[config.mk]
export PLATFORM = sky130hd
export DESIGN_NAME = ext_code_loader
export DESIGN_NICKNAME = d
export VERILOG_FILES = /design/src/rtl/ext_code_pkg.sv /design/src/rtl/ext_code_strobe.sv /design/src/rtl/ext_code_loader.sv
export SDC_FILE = /design/constraint.sdc
export NUM_CORES = 1
export LEC_CHECK = 0
export ABC_AREA = 1
export CORE_ASPECT_RATIO = 1.4
export CORE_MARGIN = 4
export CORE_UTILIZATION = 54
export DETAILED_ROUTE_END_ITERATION = 6
export HOLD_SLACK_MARGIN = 0.15
export PLACE_DENSITY = 0.9
export REMOVE_ABC_BUFFERS = 1
export SYNTH_ARGS = -nofsm -noshare
export SYNTH_HDL_FRONTEND = slang
export SYNTH_SLANG_ARGS = --single-unit
[constraint.sdc]
create_clock -name iClk -period 3.6 [get_ports iClk]
set_input_delay 1.08 -clock iClk [delete_from_list [all_inputs] [get_ports iClk]]
set_output_delay 1.08 -clock iClk [all_outputs]
set_load 0.05 [all_outputs]
[src/rtl/ext_code_pkg.sv]
`default_nettype none
// ============================================================================
//  Module   : ext_code_pkg
//  Brief    : Shared widths and FSM state encoding for the external code loader.
//  Revision : 1.0
// ============================================================================
package ext_code_pkg;

    localparam int SLOT_W  = 3;
    localparam int CODE_W  = 32;
    localparam int INDEX_W = 8;

    typedef enum logic [3:0] {
        ST_IDLE       = 4'd0,
        ST_W_IDX      = 4'd1,
        ST_W_IDX_GAP  = 4'd2,
        ST_W_CODE     = 4'd3,
        ST_W_CODE_GAP = 4'd4,
        ST_R_IDX      = 4'd5,
        ST_R_IDX_GAP  = 4'd6,
        ST_R_HIGH     = 4'd7,
        ST_R_LOW      = 4'd8,
        ST_DONE       = 4'd9
    } state_t;

endpackage : ext_code_pkg
`default_nettype wire

[src/rtl/ext_code_strobe.sv]
`default_nettype none
// ============================================================================
//  Module   : ext_code_strobe
//  Brief    : Loadable down-counter timing one high phase followed by a gap.
//  Revision : 1.0
// ============================================================================
module ext_code_strobe
    import ext_code_pkg::*;
#(
    parameter int CNT_W = 16
) (
    input  logic             clk,
    input  logic             rst,
    input  logic             i_load,
    input  logic [CNT_W-1:0] i_highLen,
    input  logic [CNT_W-1:0] i_gapLen,
    output logic             o_highLast,
    output logic             o_gapLast
);

    logic             r_active;
    logic             r_gapPhase;
    logic [CNT_W-1:0] r_cnt;
    logic [CNT_W-1:0] r_gapLen;

    // Lengths are at least 1; the counter holds (remaining cycles - 1).
    always_ff @(posedge clk) begin
        if (rst) begin
            r_active   <= 1'b0;
            r_gapPhase <= 1'b0;
            r_cnt      <= '0;
            r_gapLen   <= '0;
        end else if (i_load) begin
            r_active   <= 1'b1;
            r_gapPhase <= 1'b0;
            r_cnt      <= i_highLen - CNT_W'(1);
            r_gapLen   <= i_gapLen;
        end else if (r_active) begin
            if (r_cnt == '0) begin
                if (!r_gapPhase) begin
                    r_gapPhase <= 1'b1;
                    r_cnt      <= r_gapLen - CNT_W'(1);
                end else begin
                    r_active <= 1'b0;
                end
            end else begin
                r_cnt <= r_cnt - CNT_W'(1);
            end
        end
    end

    assign o_highLast = r_active & ~r_gapPhase & (r_cnt == '0);
    assign o_gapLast  = r_active &  r_gapPhase & (r_cnt == '0);

endmodule : ext_code_strobe
`default_nettype wire

[src/rtl/ext_code_loader.sv]
`default_nettype none
// ============================================================================
//  Module   : ext_code_loader
//  Brief    : Host writer and playback sequencer for the 8-slot code table.
//             EXT_CODE_LOOP_EN makes playback repeat until iStop.
//  Revision : 1.0
// ============================================================================
module ext_code_loader
    import ext_code_pkg::*;
#(
    parameter int PULSE_W = 2,
    parameter int GAP_W   = 2,
    parameter int DWELL_W = 16
) (
    input  logic               iClk,
    input  logic               iRst,
    input  logic               iWr_valid,
    output logic               oWr_ready,
    input  logic [SLOT_W-1:0]  iWr_slot,
    input  logic [CODE_W-1:0]  iWr_code,
    input  logic               iStart,
    input  logic               iStop,
    input  logic [3:0]         iStep_count,
    input  logic [DWELL_W-1:0] iDwell,
    output logic               oSET_INDEX_FLAG,
    output logic [INDEX_W-1:0] oSET_INDEX,
    output logic               oSET_CODE_FLAG,
    output logic [CODE_W-1:0]  oSET_CODE,
    output logic               oTrigger,
    output logic               oBusy,
    output logic               oDone
);

    localparam logic [DWELL_W-1:0] c_PULSE_LEN = DWELL_W'(PULSE_W);
    localparam logic [DWELL_W-1:0] c_GAP_LEN   = DWELL_W'(GAP_W);

    state_t               r_state;
    state_t               w_nextState;
    logic [3:0]           r_count;
    logic [3:0]           r_stepCnt;
    logic [DWELL_W-1:0]   r_dwell;
    logic                 r_stopPend;

    logic                 w_load;
    logic [DWELL_W-1:0]   w_highLen;
    logic [DWELL_W-1:0]   w_gapLen;
    logic                 w_highLast;
    logic                 w_gapLast;
    logic                 w_accept;
    logic                 w_startRun;
    logic                 w_stepInc;
    logic                 w_stepClr;
    logic                 w_inRun;
    logic                 w_stopNow;
    logic [3:0]           w_stepNext;
    logic [DWELL_W-1:0]   w_dwellEff;

    assign w_stepNext = r_stepCnt + 4'd1;
    assign w_dwellEff = (r_dwell == '0) ? DWELL_W'(1) : r_dwell;
    assign w_inRun    = (r_state == ST_R_IDX) || (r_state == ST_R_IDX_GAP) ||
                        (r_state == ST_R_HIGH) || (r_state == ST_R_LOW);
    assign w_stopNow  = r_stopPend | iStop;

    ext_code_strobe #(
        .CNT_W (DWELL_W)
    ) u_strobe (
        .clk        (iClk),
        .rst        (iRst),
        .i_load     (w_load),
        .i_highLen  (w_highLen),
        .i_gapLen   (w_gapLen),
        .o_highLast (w_highLast),
        .o_gapLast  (w_gapLast)
    );

    always_comb begin
        w_nextState = r_state;
        w_load      = 1'b0;
        w_highLen   = c_PULSE_LEN;
        w_gapLen    = c_GAP_LEN;
        w_accept    = 1'b0;
        w_startRun  = 1'b0;
        w_stepInc   = 1'b0;
        w_stepClr   = 1'b0;
        case (r_state)
            ST_IDLE: begin
                // A write and a start in the same cycle: the write wins.
                if (iWr_valid && oWr_ready) begin
                    w_accept    = 1'b1;
                    w_load      = 1'b1;
                    w_nextState = ST_W_IDX;
                end else if (iStart) begin
                    w_startRun  = 1'b1;
                    w_load      = 1'b1;
                    w_nextState = ST_R_IDX;
                end
            end
            ST_W_IDX:      if (w_highLast) w_nextState = ST_W_IDX_GAP;
            ST_W_IDX_GAP: begin
                if (w_gapLast) begin
                    w_load      = 1'b1;
                    w_nextState = ST_W_CODE;
                end
            end
            ST_W_CODE:     if (w_highLast) w_nextState = ST_W_CODE_GAP;
            ST_W_CODE_GAP: if (w_gapLast)  w_nextState = ST_IDLE;
            ST_R_IDX:      if (w_highLast) w_nextState = ST_R_IDX_GAP;
            ST_R_IDX_GAP: begin
                if (w_gapLast) begin
                    if ((r_count == 4'd0) || w_stopNow) begin
                        w_nextState = ST_DONE;
                    end else begin
                        w_load      = 1'b1;
                        w_highLen   = w_dwellEff;
                        w_nextState = ST_R_HIGH;
                    end
                end
            end
            ST_R_HIGH:     if (w_highLast) w_nextState = ST_R_LOW;
            ST_R_LOW: begin
                if (w_gapLast) begin
                    w_stepInc = 1'b1;
                    if (w_stopNow) begin
                        w_nextState = ST_DONE;
                    end else if (w_stepNext == r_count) begin
`ifdef EXT_CODE_LOOP_EN
                        // The table wraps its own index, so no index reset here.
                        w_stepClr   = 1'b1;
                        w_load      = 1'b1;
                        w_highLen   = w_dwellEff;
                        w_nextState = ST_R_HIGH;
`else
                        w_nextState = ST_DONE;
`endif
                    end else begin
                        w_load      = 1'b1;
                        w_highLen   = w_dwellEff;
                        w_nextState = ST_R_HIGH;
                    end
                end
            end
            ST_DONE:       w_nextState = ST_IDLE;
            default:       w_nextState = ST_IDLE;
        endcase
    end

    always_ff @(posedge iClk) begin
        if (iRst) begin
            r_state         <= ST_IDLE;
            r_count         <= 4'd0;
            r_stepCnt       <= 4'd0;
            r_dwell         <= '0;
            r_stopPend      <= 1'b0;
            oWr_ready       <= 1'b0;
            oBusy           <= 1'b0;
            oDone           <= 1'b0;
            oSET_INDEX_FLAG <= 1'b0;
            oSET_CODE_FLAG  <= 1'b0;
            oTrigger        <= 1'b0;
            oSET_INDEX      <= '0;
            oSET_CODE       <= '0;
        end else begin
            r_state         <= w_nextState;
            // Outputs decode the next state so they align with the state register.
            oWr_ready       <= (w_nextState == ST_IDLE);
            oBusy           <= (w_nextState != ST_IDLE);
            oDone           <= (w_nextState == ST_DONE);
            oSET_INDEX_FLAG <= (w_nextState == ST_W_IDX) || (w_nextState == ST_R_IDX);
            oSET_CODE_FLAG  <= (w_nextState == ST_W_CODE);
            oTrigger        <= (w_nextState == ST_R_HIGH);
            r_stopPend      <= w_inRun & w_stopNow;

            if (w_accept) begin
                oSET_INDEX <= INDEX_W'(iWr_slot);
                oSET_CODE  <= iWr_code;
            end else if (w_startRun) begin
                oSET_INDEX <= '0;
            end

            if (w_startRun) begin
                r_count   <= iStep_count;
                r_dwell   <= iDwell;
                r_stepCnt <= 4'd0;
            end else if (w_stepClr) begin
                r_stepCnt <= 4'd0;
            end else if (w_stepInc) begin
                r_stepCnt <= w_stepNext;
            end
        end
    end

endmodule : ext_code_loader
`default_nettype wire

# Word-level counts from Yosys, hierarchy flattened
# Cells that the tools add are included.
[word_totals]
elab_cells = 106
regBits = 89
out_inout_bits = 46
[op_classes]
n_eq_ne = 15
bitwise = 7
addsub = 4
muxes = 45
reduce_logical = 18
[op_table]
columns = ["op", "n"]
rows = [
  ["$mux W16", 10],
  ["$mux W4", 13],
  ["$pmux W4 S9", 1],
  ["$logic_not A16 Y1", 2],
  ["$pmux W16 S2", 1],
  ["$sub A16 B1 Y16 const B", 2],
  ["$eq A4 B3 Y1 const B", 6],
  ["$mux W1", 17],
  ["$eq A4 B2 Y1 const B", 3],
  ["$logic_not A4 Y1", 3],
  ["$eq A4 B1 Y1 const B", 2],
  ["$eq A4 B4 Y1 const B", 2],
  ["$mux W3", 2],
  ["$and A1 B1 Y1", 5],
  ["$logic_or A1 B1 Y1", 5],
  ["$add A4 B1 Y4 const B", 1],
  ["$eq A4 B4 Y1", 1],
  ["$pmux W1 S4", 1],
  ["$reduce_and A2 Y1", 2],
  ["$reduce_bool A2 Y1", 2],
  ["$reduce_bool A4 Y1", 1],
  ["$reduce_or A2 Y1", 2],
  ["$ne A3 B2 Y1 const B", 1],
  ["$sub A2 B1 Y3 const B", 1],
  ["3 further kinds", 3],
]

# Longest topological paths before layout
[depth]
word_depth = 8
mapped_depth = 19

# Cells and area by module
# Synthesis repeated with hierarchy kept, for this count alone.
[hier_totals]
hier_cells = 737
hier_area_um2 = 5136.2
[modules_own_cells]
columns = ["mod", "cells_per_inst", "n_inst", "area_each_um2"]
rows = [
  ["ext_code_loader", 409, 1, 2989.1],
  ["ext_code_strobe", 328, 1, 2147.1],
]

# Worst setup path before layout
# OpenSTA, ideal clock, no wires.
[synth_path]
path_type = "input to register"
start = "input port iStop"
end = "register u_strobe.r_cnt[12]"
arrival_time_ns = 2.489
slack_ns = 1.002
n_path_buf = 0
cell_stages = 15
cell_sequence = "nor2_1 -> o21ai_0 -> inv_1 -> nand2_1 -> nand2_1 -> nand2_1 -> nor2_2 -> ha_1 -> nand2_1 -> nor2_1 -> nand2_2 -> nor3_1 -> o21ai_1 -> nand2_1 -> inv_1"
[synth_between]
elab_chain_cells = 7
elab_cells_between_ends = 17
classes_between = "1 x add/sub; 1 x eq/ne; 11 x mux; 1 x bitwise; 3 x reduce/logical"
[synth_rtl]
columns = ["item", "line_no", "source"]
rows = [
  ["start, declared", "ext_code_loader.sv:22", "input logic iStop,"],
  ["$or A1 B1 Y1 *", "ext_code_loader.sv:62", "assign w_stopNow = r_stopPend | iStop;"],
  ["$logic_or A1 B1 Y1", "ext_code_loader.sv:110", "if ((r_count == 4'd0) || w_stopNow) begin"],
  ["$mux W16 / $mux W1 (equally long branches)", "ext_code_loader.sv:110", ""],
  ["$mux W16 / $mux W1 (equally long branches)", "ext_code_loader.sv:109", "if (w_gapLast) begin"],
  ["$pmux W16 S2 / $pmux W1 S4 (equally long branches)", "ext_code_loader.sv:85", "case (r_state)"],
  ["$sub A16 B1 Y16, or another cell as far along", "ext_code_strobe.sv:36", "r_cnt <= i_highLen - CNT_W'(1);"],
  ["$mux W16 / $reduce_and A2 Y1 (equally long branches)", "-", ""],
  ["end signal, assigned", "ext_code_strobe.sv:36", ""],
  ["end signal, assigned", "ext_code_strobe.sv:42", "r_cnt <= r_gapLen - CNT_W'(1);"],
  ["end signal, assigned", "ext_code_strobe.sv:47", "r_cnt <= r_cnt - CNT_W'(1);"],
  ["end, declared", "ext_code_strobe.sv:23", "logic [CNT_W-1:0] r_cnt;"],
]
# Mark *: on every way between the ends. The rest lies on a longest branch, timed or not.
# A chain may end at the register's enable or synchronous reset.

# Final worst setup path
# Same ends and word-level chain as after synthesis.

==> impl_metrics.toml <==
[clock_tree]
cts_setup_buffers = 0
clock_sinks = 89
cts.htree.levels = 3
clk_pin_slew_worst_paths_ns = 0.06
holdBufCountCts = 0
cts_buffers = 9
cts_tree = "done"
root_buffer = "clkbuf_16"
insertion_delay_ns = 0.35
cts_resized = 0
clk_path_buf_depth = 2

[floorplanning]
coreArea_um2 = 8300
rows = 39
dieArea_um2 = 10200
start_util_pct = 56.1
ios = 106
die_w_um = 86.5
die-height_um = 118

[place]
dp_hpwl_um = 9720
globalplace.congestion = 0.903
portBuffers = 100
placed_cell_area_um2 = 5710
preCtsSetupSlack_ns = 0.273

[logic_synthesis]
synth_edf_count = 0
synthCells = 677
ys_seq_area_share_pct = 38.3
synth_area_per_cell_um2 = 6.88
yosys_register_bits = 89
yosys_warnings = 0
ys_types = 38
synth_top_flop_cell = "dfxtp_1"
async_flop_share_pct = 0
netlist_area_um2 = 4650

[setup_path]
crit_fanout = 5
cpPeakStageDelay_ns = 0.43
start_kind = "input pin"
cpMaxStageDelayCell = "clkdlybuf4s50_1"
crit_path_end_kind = "flip-flop"
crit_chain = "clkdlybuf4s50_1, nor2_1, o21ai_0, inv_1, nand2_1, nand2_1, nand2_1, nor2_2, ha_1, nand2_1, nor2_1, nand2_2, nor3_1, o21ai_1, nand2_1, inv_1"
required_ns = 3.85
cp.buffers_inverters = 3
arrival_ns = 3.21
critical_path.most_common_cell = "nand2_1"
cpLargestDelayFamily = "simple AND/OR/NAND/NOR gates"
criticalPathCategory = "in -> reg"

[drt]
vias_per_cell = 5.32
drtIter0Drc = 298
drc = 0
totalWireLength_um = 12900
route.antenna.remaining_nets = 0
post_drt_wl_per_cell_um = 14.7
vias = 4670
drt-pass1-iter-count = 5

[pwr]
cellPowerDensity_nw_per_um2 = 600
ir_drop_uv = 454
p_leak_nw = 2.55
power_w = 0.00358

[global_route]
grt_first_pass_wirelength_um = 21400
antenna_found_initial = 0
gr-usage-all-layers_pct = 26.0
overflow = 0
grt_max_degree = 45
grt_pass1_vias = 4665

[timing]
fin_crit_sh_pct = 82.2
tightest_slew_ns = 0.951
period_needed_ns = 2.96
slew_headroom_pct = 36.5
finClkSkew_ns = 0.00803
rsz0062_at_grt = "false"
postLayoutSetupSlackWorst_ns = 0.641
finalSetupViolCount = 0
hold_viol_final = 0
drv_slew = 0
timing.setup.tns_ns = 0
fmax_mhz = 338

[finish]
final_nets = 834
multiInputGateArea_um2 = 2440
areaGrowthSynthToFinish_pct = 28.2
fin_area_um2 = 5970
drive_above_1_share_pct = 9.41
register_area_um2 = 1780
antennaDiodeCount = 0
fillers = 636

[run_status]
outcome = "completed"

[worst_hold_path]
worstHoldPathType = "reg -> reg"

[flow_run]
max-cap-violations = 0
==> where the power goes <==
part           switching (W)  total (W)  internal [W]  leakage (nW)
Clock               0.000374   0.000840      0.000466         0.124
Sequential          0.000132    0.00127       0.00114         0.728
Combinational       0.000958    0.00147      0.000508          1.70
Total                0.00146    0.00358       0.00212          2.55
==> registers in the layout, indices dropped and copies added, names as in the netlist, 3 cells and up <==
| register | flops |
|---|---|
| oSET_CODE | 32 |
| oSET_INDEX | 3 |
| r_count | 4 |
| r_dwell | 16 |
| r_state | 4 |
| r_stepCnt | 4 |
| u_strobe.r_cnt | 16 |
==> logic make-up (layout without fill, tap and decap cells) <==
| kind of cell | after synthesis | after routing | share of synthesized area [%] |
|---|---|---|---|
| other | 1 | 5 | 0.0806 |
| AO/OA/AOI/OAI | 148 | 148 | 17.7 |
| adder cells (fa/ha/maj) | 3 | 3 | 0.807 |
| buffers and inverters | 103 | 198 | 9.60 |
| flip-flops | 89 | 89 | 38.3 |
| AND/OR/NAND/NOR | 324 | 324 | 31.9 |
| XOR/XNOR | 9 | 9 | 1.69 |
==> path summary, 6_finish.rpt <==
path | from | cells past startpoint | slack [ns] | end
setup / recovery | iStop | 16 | 0.64 | u_strobe.r_cnt[12]
hold / removal | oSET_INDEX[0] | 2 | 0.47 | oSET_INDEX[0]
setup reg to reg | u_strobe.r_cnt[0] | 18 | 0.92 | u_strobe.r_cnt[12]
hold reg to reg | oSET_INDEX[0] | 2 | 0.47 | oSET_INDEX[0]
==> through the flow <==
step           hold WS (ns)  utilization (%)  std cells
2_1_floorplan         0.440                -        653
3_3_place_gp          0.448             68.8        862
3_5_place_dp          0.458             68.8        862
4_1_cts               0.467             71.9        878
5_1_grt               0.474             71.9        878
6_report              0.469             71.9        878
==> placed cells by master (no fill, tap or decap), types with 4 or more instances in the layout <==
cell / n
xnor2_1: 4
a21oi_1: 25
inv_2: 10
nand2_1: 105
nor2_4: 5
nand4_1: 5
buf_4: 6
clkdlybuf4s50_1: 100
nand3_1: 24
o31ai_1: 4
nor4_1: 4
nor3_1: 8
nor2_1: 143
clkbuf_1: 4
o21ai_1: 12
conb_1: 5
inv_1: 62
a211oi_1: 4
a31oi_1: 8
o21ai_0: 83
nor2_2: 8
nand2_2: 11
dfxtp_1: 89
clkbuf_16: 9
xor2_1: 5
==> cell usage after synthesis (2+ instances only) <==
library cell    n  area, um^2
nor2_1        144         541
nand2_1       105         394
dfxtp_1        89        1780
o21ai_0        83         415
inv_1          62         233
a21oi_1        25         125
nand3_1        24         120
clkbuf_1       18        67.6
o21ai_1        12        60.1
nand2_2        11        68.8
inv_2          10        37.5
a31oi_1         8        50.1
nor3_1          8        40.0
nor2_2          7        43.8
buf_4           6        45.0
nand4_1         5        31.3
nor2_4          5        56.3
xor2_1          5        43.8
a211oi_1        4        30.0
buf_6           4        45.0
nor4_1          4        25.0
o31ai_1         4        30.0
xnor2_1         4        35.0
a21oi_2         3        26.3
ha_1            3        37.5
inv_4           3        18.8
nand3_4         3        52.6
nor3_4          3        48.8
o21bai_1        3        22.5
nand2_4         2        22.5
nand3_2         2        20.0
o2111ai_1       2        17.5
==> worst register-to-register path, cell delays in order, from the launching register on <==
cell     delay, ns
dfxtp_1       0.31
inv_1         0.09
ha_1          0.22
nand2_2       0.13
nor2_1        0.14
nand4_1       0.16
nor2_1        0.23
nand3_1       0.09
nand2_1       0.07
nand2_1       0.07
nor2_2        0.16
ha_1          0.22
nand2_1       0.13
nor2_1        0.14
nand2_2       0.08
nor3_1        0.17
o21ai_1       0.08
nand2_1       0.06
inv_1         0.03
==> per-layer routing <==
layer  GRT usage (%)  vias to the layer above  wire, um
met5               0                        -         0
met4            8.48                        0       252
met2            47.4                      151      6810
met1            27.6                     2124      4840
met3            8.33                       21       975
li1                -                     2374         -
==> final cells by class <==
cell class | count | area share [%]
multi-input cells | 489 | 41.0
flip-flops and latches | 89 | 29.9
repair buffers | 107 | 17.9
inverters | 75 | 4.84
clock buffers | 13 | 4.03
well taps | 102 | 2.14
clock inverters | 3 | 0.294
Note: power is estimated with default switching activity, not from simulation.
